<file path="src/rtl/prefetch_rb_drain.sv">
// prefetch_rb_drain: drains the BRAM prefetch ring buffer into a registered valid/ready stream
// and tags burst boundaries with out_last.
//
// Ports:
//   clk         single clock
//   rst_n       synchronous active-low reset
//   rb_rd_data  ring buffer head entry (valid while the ring buffer is non-empty)
//   rb_rd_en    consume the head entry this cycle
//   rb_occup    ring buffer occupancy, already net of this cycle's rb_rd_en
//   out_data    stream data (head of the 2-entry output FIFO)
//   out_valid   stream valid
//   out_ready   stream ready
//   out_last    last entry of the current burst
//   out_cnt     total entries accepted downstream, wraps at 2^32
`timescale 1ns/1ps
module prefetch_rb_drain #(
  parameter int unsigned DWIDTH    = 32,
  parameter int unsigned AWIDTH    = 4,
  parameter int unsigned MAX_BURST = 8
) (
  input  logic              clk,
  input  logic              rst_n,
  input  logic [DWIDTH-1:0] rb_rd_data,
  output logic              rb_rd_en,
  input  logic [AWIDTH-1:0] rb_occup,
  output logic [DWIDTH-1:0] out_data,
  output logic              out_valid,
  input  logic              out_ready,
  output logic              out_last,
  output logic [31:0]       out_cnt
);

  localparam logic [7:0] LastIdx = 8'(MAX_BURST - 1);

  // Registered copy of rb_occup: a lower bound on the real occupancy that lets rb_rd_en
  // avoid a combinational loop through the ring buffer's occupancy logic.
  logic [AWIDTH-1:0] avail_q;

  logic [1:0]        fifo_cnt_q, fifo_cnt_d;
  logic              wr_ptr_q, rd_ptr_q;
  logic [DWIDTH-1:0] mem_data_q [2];
  logic [1:0]        mem_last_q;
  logic [7:0]        burst_cnt_q, burst_cnt_d;
  logic [31:0]       out_cnt_q;

  logic push, pop, entry_last;

  always_comb begin
    push        = (avail_q != '0) && (fifo_cnt_q < 2'd2);
    pop         = (fifo_cnt_q != 2'd0) && out_ready;
    // rb_occup == 0 during a read means this read empties the ring buffer.
    entry_last  = (burst_cnt_q == LastIdx) || (rb_occup == '0);
    fifo_cnt_d  = fifo_cnt_q + {1'b0, push} - {1'b0, pop};
    burst_cnt_d = burst_cnt_q;
    if (push) begin
      burst_cnt_d = entry_last ? 8'd0 : burst_cnt_q + 8'd1;
    end
  end

  always_ff @(posedge clk) begin
    if (!rst_n) begin
      avail_q       <= '0;
      fifo_cnt_q    <= 2'd0;
      wr_ptr_q      <= 1'b0;
      rd_ptr_q      <= 1'b0;
      mem_data_q[0] <= '0;
      mem_data_q[1] <= '0;
      mem_last_q    <= 2'b00;
      burst_cnt_q   <= 8'd0;
      out_cnt_q     <= 32'd0;
    end else begin
      avail_q     <= rb_occup;
      fifo_cnt_q  <= fifo_cnt_d;
      burst_cnt_q <= burst_cnt_d;
      if (push) begin
        mem_data_q[wr_ptr_q] <= rb_rd_data;
        mem_last_q[wr_ptr_q] <= entry_last;
        wr_ptr_q             <= ~wr_ptr_q;
      end
      if (pop) begin
        rd_ptr_q  <= ~rd_ptr_q;
        out_cnt_q <= out_cnt_q + 32'd1;
      end
    end
  end

  always_comb begin
    rb_rd_en  = push;
    out_valid = (fifo_cnt_q != 2'd0);
    out_data  = mem_data_q[rd_ptr_q];
    out_last  = mem_last_q[rd_ptr_q];
    out_cnt   = out_cnt_q;
  end

endmodule

</file>
<file path="config.mk">
export PLATFORM = sky130hd
export DESIGN_NAME = prefetch_rb_drain
export DESIGN_NICKNAME = d
export VERILOG_FILES = /design/src/rtl/prefetch_rb_drain.sv
export SDC_FILE = /design/constraint.sdc
export NUM_CORES = 1
export LEC_CHECK = 0
export ABC_AREA = 1
export ABC_CLOCK_PERIOD_IN_PS = 6820
export CORE_ASPECT_RATIO = 1.25
export CORE_MARGIN = 2
export CORE_UTILIZATION = 50
export CTS_CLUSTER_DIAMETER = 150
export DETAILED_ROUTE_END_ITERATION = 8
export GPL_ROUTABILITY_DRIVEN = 1
export PLACE_DENSITY = 0.78
export RECOVER_POWER = 50
export SYNTH_ARGS = -nofsm -noshare
export SYNTH_HDL_FRONTEND = slang
export SYNTH_SLANG_ARGS = --single-unit
</file>
<file path="constraint.sdc">
create_clock -name clk -period 6.82 [get_ports clk]
set_input_delay 1.705 -clock clk [delete_from_list [all_inputs] [get_ports clk]]
set_output_delay 1.705 -clock clk [all_outputs]
set_load 0.005 [all_outputs]
</file>
==> impl_metrics.csv, run 1 <==
group,metric,value,unit
clock_tree,postCtsSetupBuffers,0,
finish,synthToLayoutAreaGrowth,33.4,%
sta,drv_slew,37,
synth,synth_top_area_frac,0.362,
worst_setup_path,crit_arrival,5.08,ns
sta,setup_violations,0,
synth,synth_seq_cells,115,
pwr,total_power,0.00217,W
route,dr.max_layer_used,"met4",
finish,drive_gt1_frac,0.114,
worst_setup_path,path_cells,"dlygate4sd3_1, clkbuf_1, inv_1, nor3_1, inv_2, nand2_1, buf_4",
global_route,grt_max_degree,37,
clock_tree,tritoncts,"built",
global_route,grt_first_pass_wirelength,19500,µm
synth,syn_nets,636,
sta,rsz0062_at_grt,"no",
sta,tns,0,ns
route,viasPerCell,5.12,
worst_setup_path,crit_path_start_kind,"input pin",
synth,yosysSeqAreaShare,0.555,
flow_run,max-cap-violations,1,
clock_tree,path_clk_slew,0.05,ns
placement,placed_cells,819,
floorplanning,rows,42,
pwr,peakVddDrop,0.266,mV
worst_hold_path,hp-class,"reg -> reg",
floorplanning,coreArea,0.0105,mm²
global_route,antenna_found_initial,0,
sta,worstMarginPinSlew,1.52,ns
route,drt-initial-drc-count,208,
clock_tree,clkLatencyLatePin,0.41,ns
route,route.met3.wl,819,µm
route,vias,4354,
clock_tree,postCtsHoldBufs,0,
worst_setup_path,crit_path_top_delay_cell,"clkbuf_1",
floorplanning,chipWidth,96.1,µm
placement,dpl.hpwl,8240,µm
worst_setup_path,critPathKind,"in -> reg",
synth,ys_types,30,
sta,slew_headroom,-0.0162,
clock_tree,cts_sinks,115,
synth,syn_inst,593,
clock_tree,numCtsBuffers,17,
clock_tree,cts_resized,0,
finish,final_cells,851,
sta,finClkSkew,0.00673,ns
clock_tree,cts_max_path_buffers,2,
route,finalWirelength,12000,µm
synth,synth_top_area_cell,"edfxtp_1",
route,firstDrtPassIters,4,
floorplanning,die_h,119,µm
clock_tree,ctsHtreeMaxLevel,4,
route,wl_met2,6090,µm
global_route,grt_pass1_vias,4305,
route,ant_nets,0,
synth,synthesis.area,0.00530,mm²
route,drc_errors,0,
sta,finalCritPeriodShare,0.737,
floorplanning,initial_utilization,0.507,
worst_setup_path,required,6.88,ns
placement,io_buffer_count,105,
global_route,grt_overflow_total,0,
finish,diodes,0,
synth,netlist_top_cells_area,"edfxtp_1 36%, dfxtp_1 19%, nor2_1 9.7%",
route,drt-met1-wl,4870,µm
sta,timing_hold_violations_final,0,
sta,max_freq,199,MHz
route,post_drt_wl_per_cell,14.1,µm
global_route,gr-usage-all-layers,0.221,
placement,place.gp.congestion,0.887,
floorplanning,die_area,0.0115,mm²
sta,period_needed,5.03,ns
pwr,power_density,306,mW/mm²
status,outcome,"finished, violations left",
synth,yosys_warnings,0,
synth,syn_area_per_cell,8.94,µm²
worst_setup_path,path_max_fanout,36,
clock_tree,clockRootBuffer,"clkbuf_16",
status,violations,"capacitance limit, slew limit",
pwr,leakage,3.00,nW
floorplanning,ios,106,
worst_setup_path,end_kind,"flip-flop",
finish,nNetsFinal,749,
worst_setup_path,max_stage_delay,1.10,ns
==> area by class of cell <==
| class | count | area [µm²] |
|---|---|---|
| clock inverters | 14 | 186 |
| repair buffers | 110 | 1080 |
| fillers | 803 | 3380 |
| inverters | 91 | 342 |
| flip-flops and latches | 115 | 2940 |
| well taps | 132 | 165 |
| multi-input cells | 371 | 1930 |
| clock buffers | 18 | 429 |
==> power breakdown <==
group          switching (W)  internal [W]  leakage [nW]
Sequential         0.0000302      0.000823          1.09
Combinational       0.000183      0.000215          1.62
Clock               0.000309      0.000608         0.291
==> registers in the layout, indices dropped and copies added (netlist names), named ones only <==
signal and cells:
out_cnt 32, wr_ptr_q 1, burst_cnt_q 8, mem_last_q 2, rd_ptr_q 1, fifo_cnt_q 2
mem_data_q 64, avail_q 4
==> placed cells by master (no fill, tap or decap), drive strengths merged <==
cell type / count
nor2: 147
nand2: 85
o21ai: 16
clkinv: 6
nor3: 8
o21a: 3
ha: 4
nand3: 34
edfxtp: 64
xor2: 3
nand4: 11
and3: 1
a31o: 1
clkdlybuf4s50: 72
a21oi: 25
clkinvlp: 3
inv: 92
mux2: 32
bufinv: 4
clkbuf: 20
dfxtp: 51
dlygate4sd3: 33
or2: 1
buf: 3
==> Yosys cell counts, drive strengths merged <==
master  instances
nor2          147
inv            91
nand2          85
edfxtp         64
dfxtp          51
nand3          34
mux2           32
a21oi          25
o21ai          16
buf            14
nand4          11
nor3            8
ha              4
o21a            3
xor2            3
clkbuf          2
a31o            1
and3            1
or2             1
==> cells by family (layout without fill, tap and decap cells) <==
family | count (synthesis) | count (layout) | synth area share
AOI/OAI and AO/OA | 45 | 45 | 0.0446
adders and majority gates | 4 | 4 | 0.00944
muxes | 32 | 32 | 0.0680
DFF | 115 | 115 | 0.555
and+or+nand+nor | 287 | 287 | 0.237
buffers and inverters | 107 | 233 | 0.0809
xor gates and xnor gates | 3 | 3 | 0.00496
==> metal layers <==
layer,vias to the layer above,track usage
met1,2009,0.260
met5,-,0
met3,24,0.0633
li1,2134,-
met2,187,0.376
met4,0,0.0786
==> path summary, 6_finish.rpt <==
path	from	end	slack (ns)	cells after the start
worst max-delay path	rst_n	mem_data_q[0][28]$_SDFFCE_PN0P_	1.79	7
worst min-delay path	mem_last_q[0]$_SDFFE_PN0P_	mem_last_q[0]$_SDFFE_PN0P_	0.47	2
worst max register to register	avail_q[3]$_SDFF_PN0_	mem_data_q[1][31]$_SDFFCE_PN0P_	4.03	8
worst min register to register	mem_last_q[0]$_SDFFE_PN0P_	mem_last_q[0]$_SDFFE_PN0P_	0.47	2
==> critical path, delay by kind of cell <==
kind	cells	cell delay [ns]
buffers and inverters	5	2.80
and+or+nand+nor	2	0.53
==> through the flow <==
stage               area [µm²]  hold slack [ns]  utilization  setup slack [ns]
floorplan                 5300            0.446            -              3.42
global placement          6470            0.458        0.619              2.69
detailed placement        6470            0.464        0.619              2.64
CTS                       7080            0.473        0.677              3.04
global route              7070            0.509        0.676              1.47
finish                    7070            0.470        0.676              1.79
No activity file was read; power rests on OpenSTA's default activity.
==> run 2, diff against run 1 <==
--- a/config.mk
+++ b/config.mk
@@ -6,7 +6,7 @@
 export NUM_CORES = 1
 export LEC_CHECK = 0
 export ABC_AREA = 1
-export ABC_CLOCK_PERIOD_IN_PS = 6820
+export ABC_CLOCK_PERIOD_IN_PS = 4800
 export CORE_ASPECT_RATIO = 1.25
 export CORE_MARGIN = 2
 export CORE_UTILIZATION = 50
==> constraint.sdc (replaced) <==
create_clock -name clk -period 4.8 [get_ports clk]
set_input_delay 1.2 -clock clk [delete_from_list [all_inputs] [get_ports clk]]
set_output_delay 1.2 -clock clk [all_outputs]
set_load 0.005 [all_outputs]
==> run 2 against run 1 <==
Net effect: the run now ends clean; clock power grew 28%; critical path depth grew 2; routed wire length shrank 1.1%; flip-flop and latch count is the same.
==> impl_metrics.csv, run 2 (synthesis gave the netlist of run 1 again) <==
group,metric,value,unit
status,outcome,"finished, final reports clean",
sta,tns,0,ns
floorplanning,coreArea,0.0105,mm²
sta,period_needed,3.74,ns
clock_tree,postCtsHoldBufs,0,
finish,drive_gt1_frac,0.103,
worst_setup_path,crit_arrival,4.08,ns
floorplanning,chipWidth,96.1,µm
route,drt-initial-drc-count,261,
clock_tree,postCtsSetupBuffers,0,
finish,final_util,0.667,
clock_tree,numCtsBuffers,17,
sta,max_freq,268,MHz
worst_setup_path,path_max_fanout,13,
finish,mostFrequentLayoutCell,"nor2_1",
flow_run,max-cap-violations,0,
route,post_drt_wl_per_cell,13.9,µm
route,vias,4282,
finish,diodes,0,
floorplanning,initial_utilization,0.507,
global_route,grt_pass1_vias,4215,
worst_hold_path,hp-class,"reg -> reg",
global_route,gr-usage-all-layers,0.217,
finish,layout_common_cells,"141 x nor2_1, 90 x inv_1, 82 x nand2_1",
pwr,p_sw,0.000717,W
clock_tree,clockRootBuffer,"clkbuf_16",
sta,drv_slew,0,
worst_setup_path,required,5.14,ns
pwr,switching_share,0.244,
pwr,peakVddDrop,0.247,mV
finish,synthToLayoutAreaGrowth,31.5,%
sta,timing_hold_violations_final,0,
finish,fill_cells,800,
worst_setup_path,end_kind,"flip-flop",
placement,dpl.hpwl,8200,µm
clock_tree,path_clk_slew,0.05,ns
placement,dpl_worst_slack,1.26,ns
route,finalWirelength,11900,µm
sta,rsz0062_at_grt,"no",
finish,final_cells,851,
global_route,antenna_found_initial,0,
placement,io_buffer_count,105,
sta,setup_violations,0,
sta,worst_slack,1.06,ns
floorplanning,die_area,0.0115,mm²
clock_tree,cts_sinks,115,
finish,fin_area,0.00697,mm²
floorplanning,die_h,119,µm
route,viasPerCell,5.03,
placement,placed_area,0.00647,mm²
clock_tree,cts_resized,0,
worst_setup_path,critPathKind,"in -> reg",
clock_tree,cts_max_path_buffers,2,
floorplanning,ios,106,
global_route,grt_first_pass_wirelength,19300,µm
route,firstDrtPassIters,5,
finish,largest_reg_flops,64,
sta,slew_headroom,0.0115,
route,drc_errors,0,
route,ant_nets,0,
worst_setup_path,crit_path_start_kind,"input pin",
clock_tree,tritoncts,"built",
global_route,grt_overflow_total,0,
finish,top_register,"mem_data_q",
pwr,combPwrFrac,0.192,
clock_tree,clkLatencyLatePin,0.40,ns
finish,nNetsFinal,749,
pwr,power_density,422,mW/mm²
pwr,clkPwrFrac,0.396,
pwr,seq_power_share,0.413,
placement,place.gp.congestion,0.920,
sta,finClkSkew,0.00837,ns
placement,placed_cells,819,
sta,finalCritPeriodShare,0.778,
global_route,grt_max_degree,34,
sta,worstMarginPinSlew,1.48,ns
floorplanning,rows,42,
clock_tree,ctsHtreeMaxLevel,4,
pwr,leakage,2.94,nW
pwr,p_int,0.00223,W
[run 2: changes by cell type in the layout (fill, tap and decap cells not counted), sizes merged]
cell,change
clkbuf,+2
bufinv,-2
inv,-1
dlygate4sd3,+2
clkinv,+2
clkinvlp,-1
clkdlybuf4s50,-2
[run 2: per-stage QoR]
step                      total power (W)  hold slack (ns)
after detailed placement          0.00180            0.471
after global placement            0.00178            0.460
after CTS                         0.00297            0.477
final                             0.00294            0.479
after global routing              0.00307            0.505
after floorplan                   0.00152            0.446
[run 2: routing by layer]
layer,share of wire,global-route usage
met5,0,0
met1,0.41,0.266
met3,0.067,0.0576
met2,0.50,0.364
met4,0.017,0.0786
[run 2: cell type report]
type	instances	area, µm²	share of cell area
clock inverters	12	115	0.0165
flip-flops and latches	115	2940	0.422
multi-input cells	371	1890	0.271
repair buffers	110	1080	0.155
well taps	132	165	0.0237
inverters	91	342	0.0490
clock buffers	20	437	0.0626
[run 2: final timing paths]
path	start	to	depth (start not counted)	slack, ns
setup / recovery	out_ready	out_cnt[28]$_SDFFE_PN0P_	9	1.06
hold / removal	mem_last_q[0]$_SDFFE_PN0P_	mem_last_q[0]$_SDFFE_PN0P_	2	0.48
setup reg to reg	fifo_cnt_q[1]$_SDFF_PN0_	mem_data_q[1][12]$_SDFFCE_PN0P_	7	1.94
hold reg to reg	mem_last_q[0]$_SDFFE_PN0P_	mem_last_q[0]$_SDFFE_PN0P_	2	0.48
[run 2: critical path, stage by stage]
cell           delay (ns)
dlygate4sd3_1        0.54
inv_1                0.04
nor2_1               0.74
nand3_1              0.30
nor2_1               0.75
nand3_1              0.22
nand2_1              0.12
nand2_1              0.05
nor2_1               0.11
[run 2: power groups by stage]
stage / clock (W) / sequential (W) / combinational, W
after global routing: 0.00123 / 0.00123 / 0.000619
after detailed placement: 0 / 0.00123 / 0.000569
final: 0.00117 / 0.00121 / 0.000564
after CTS: 0.00118 / 0.00122 / 0.000576
after global placement: 0 / 0.00123 / 0.000558
after floorplan: 0 / 0.00122 / 0.000303
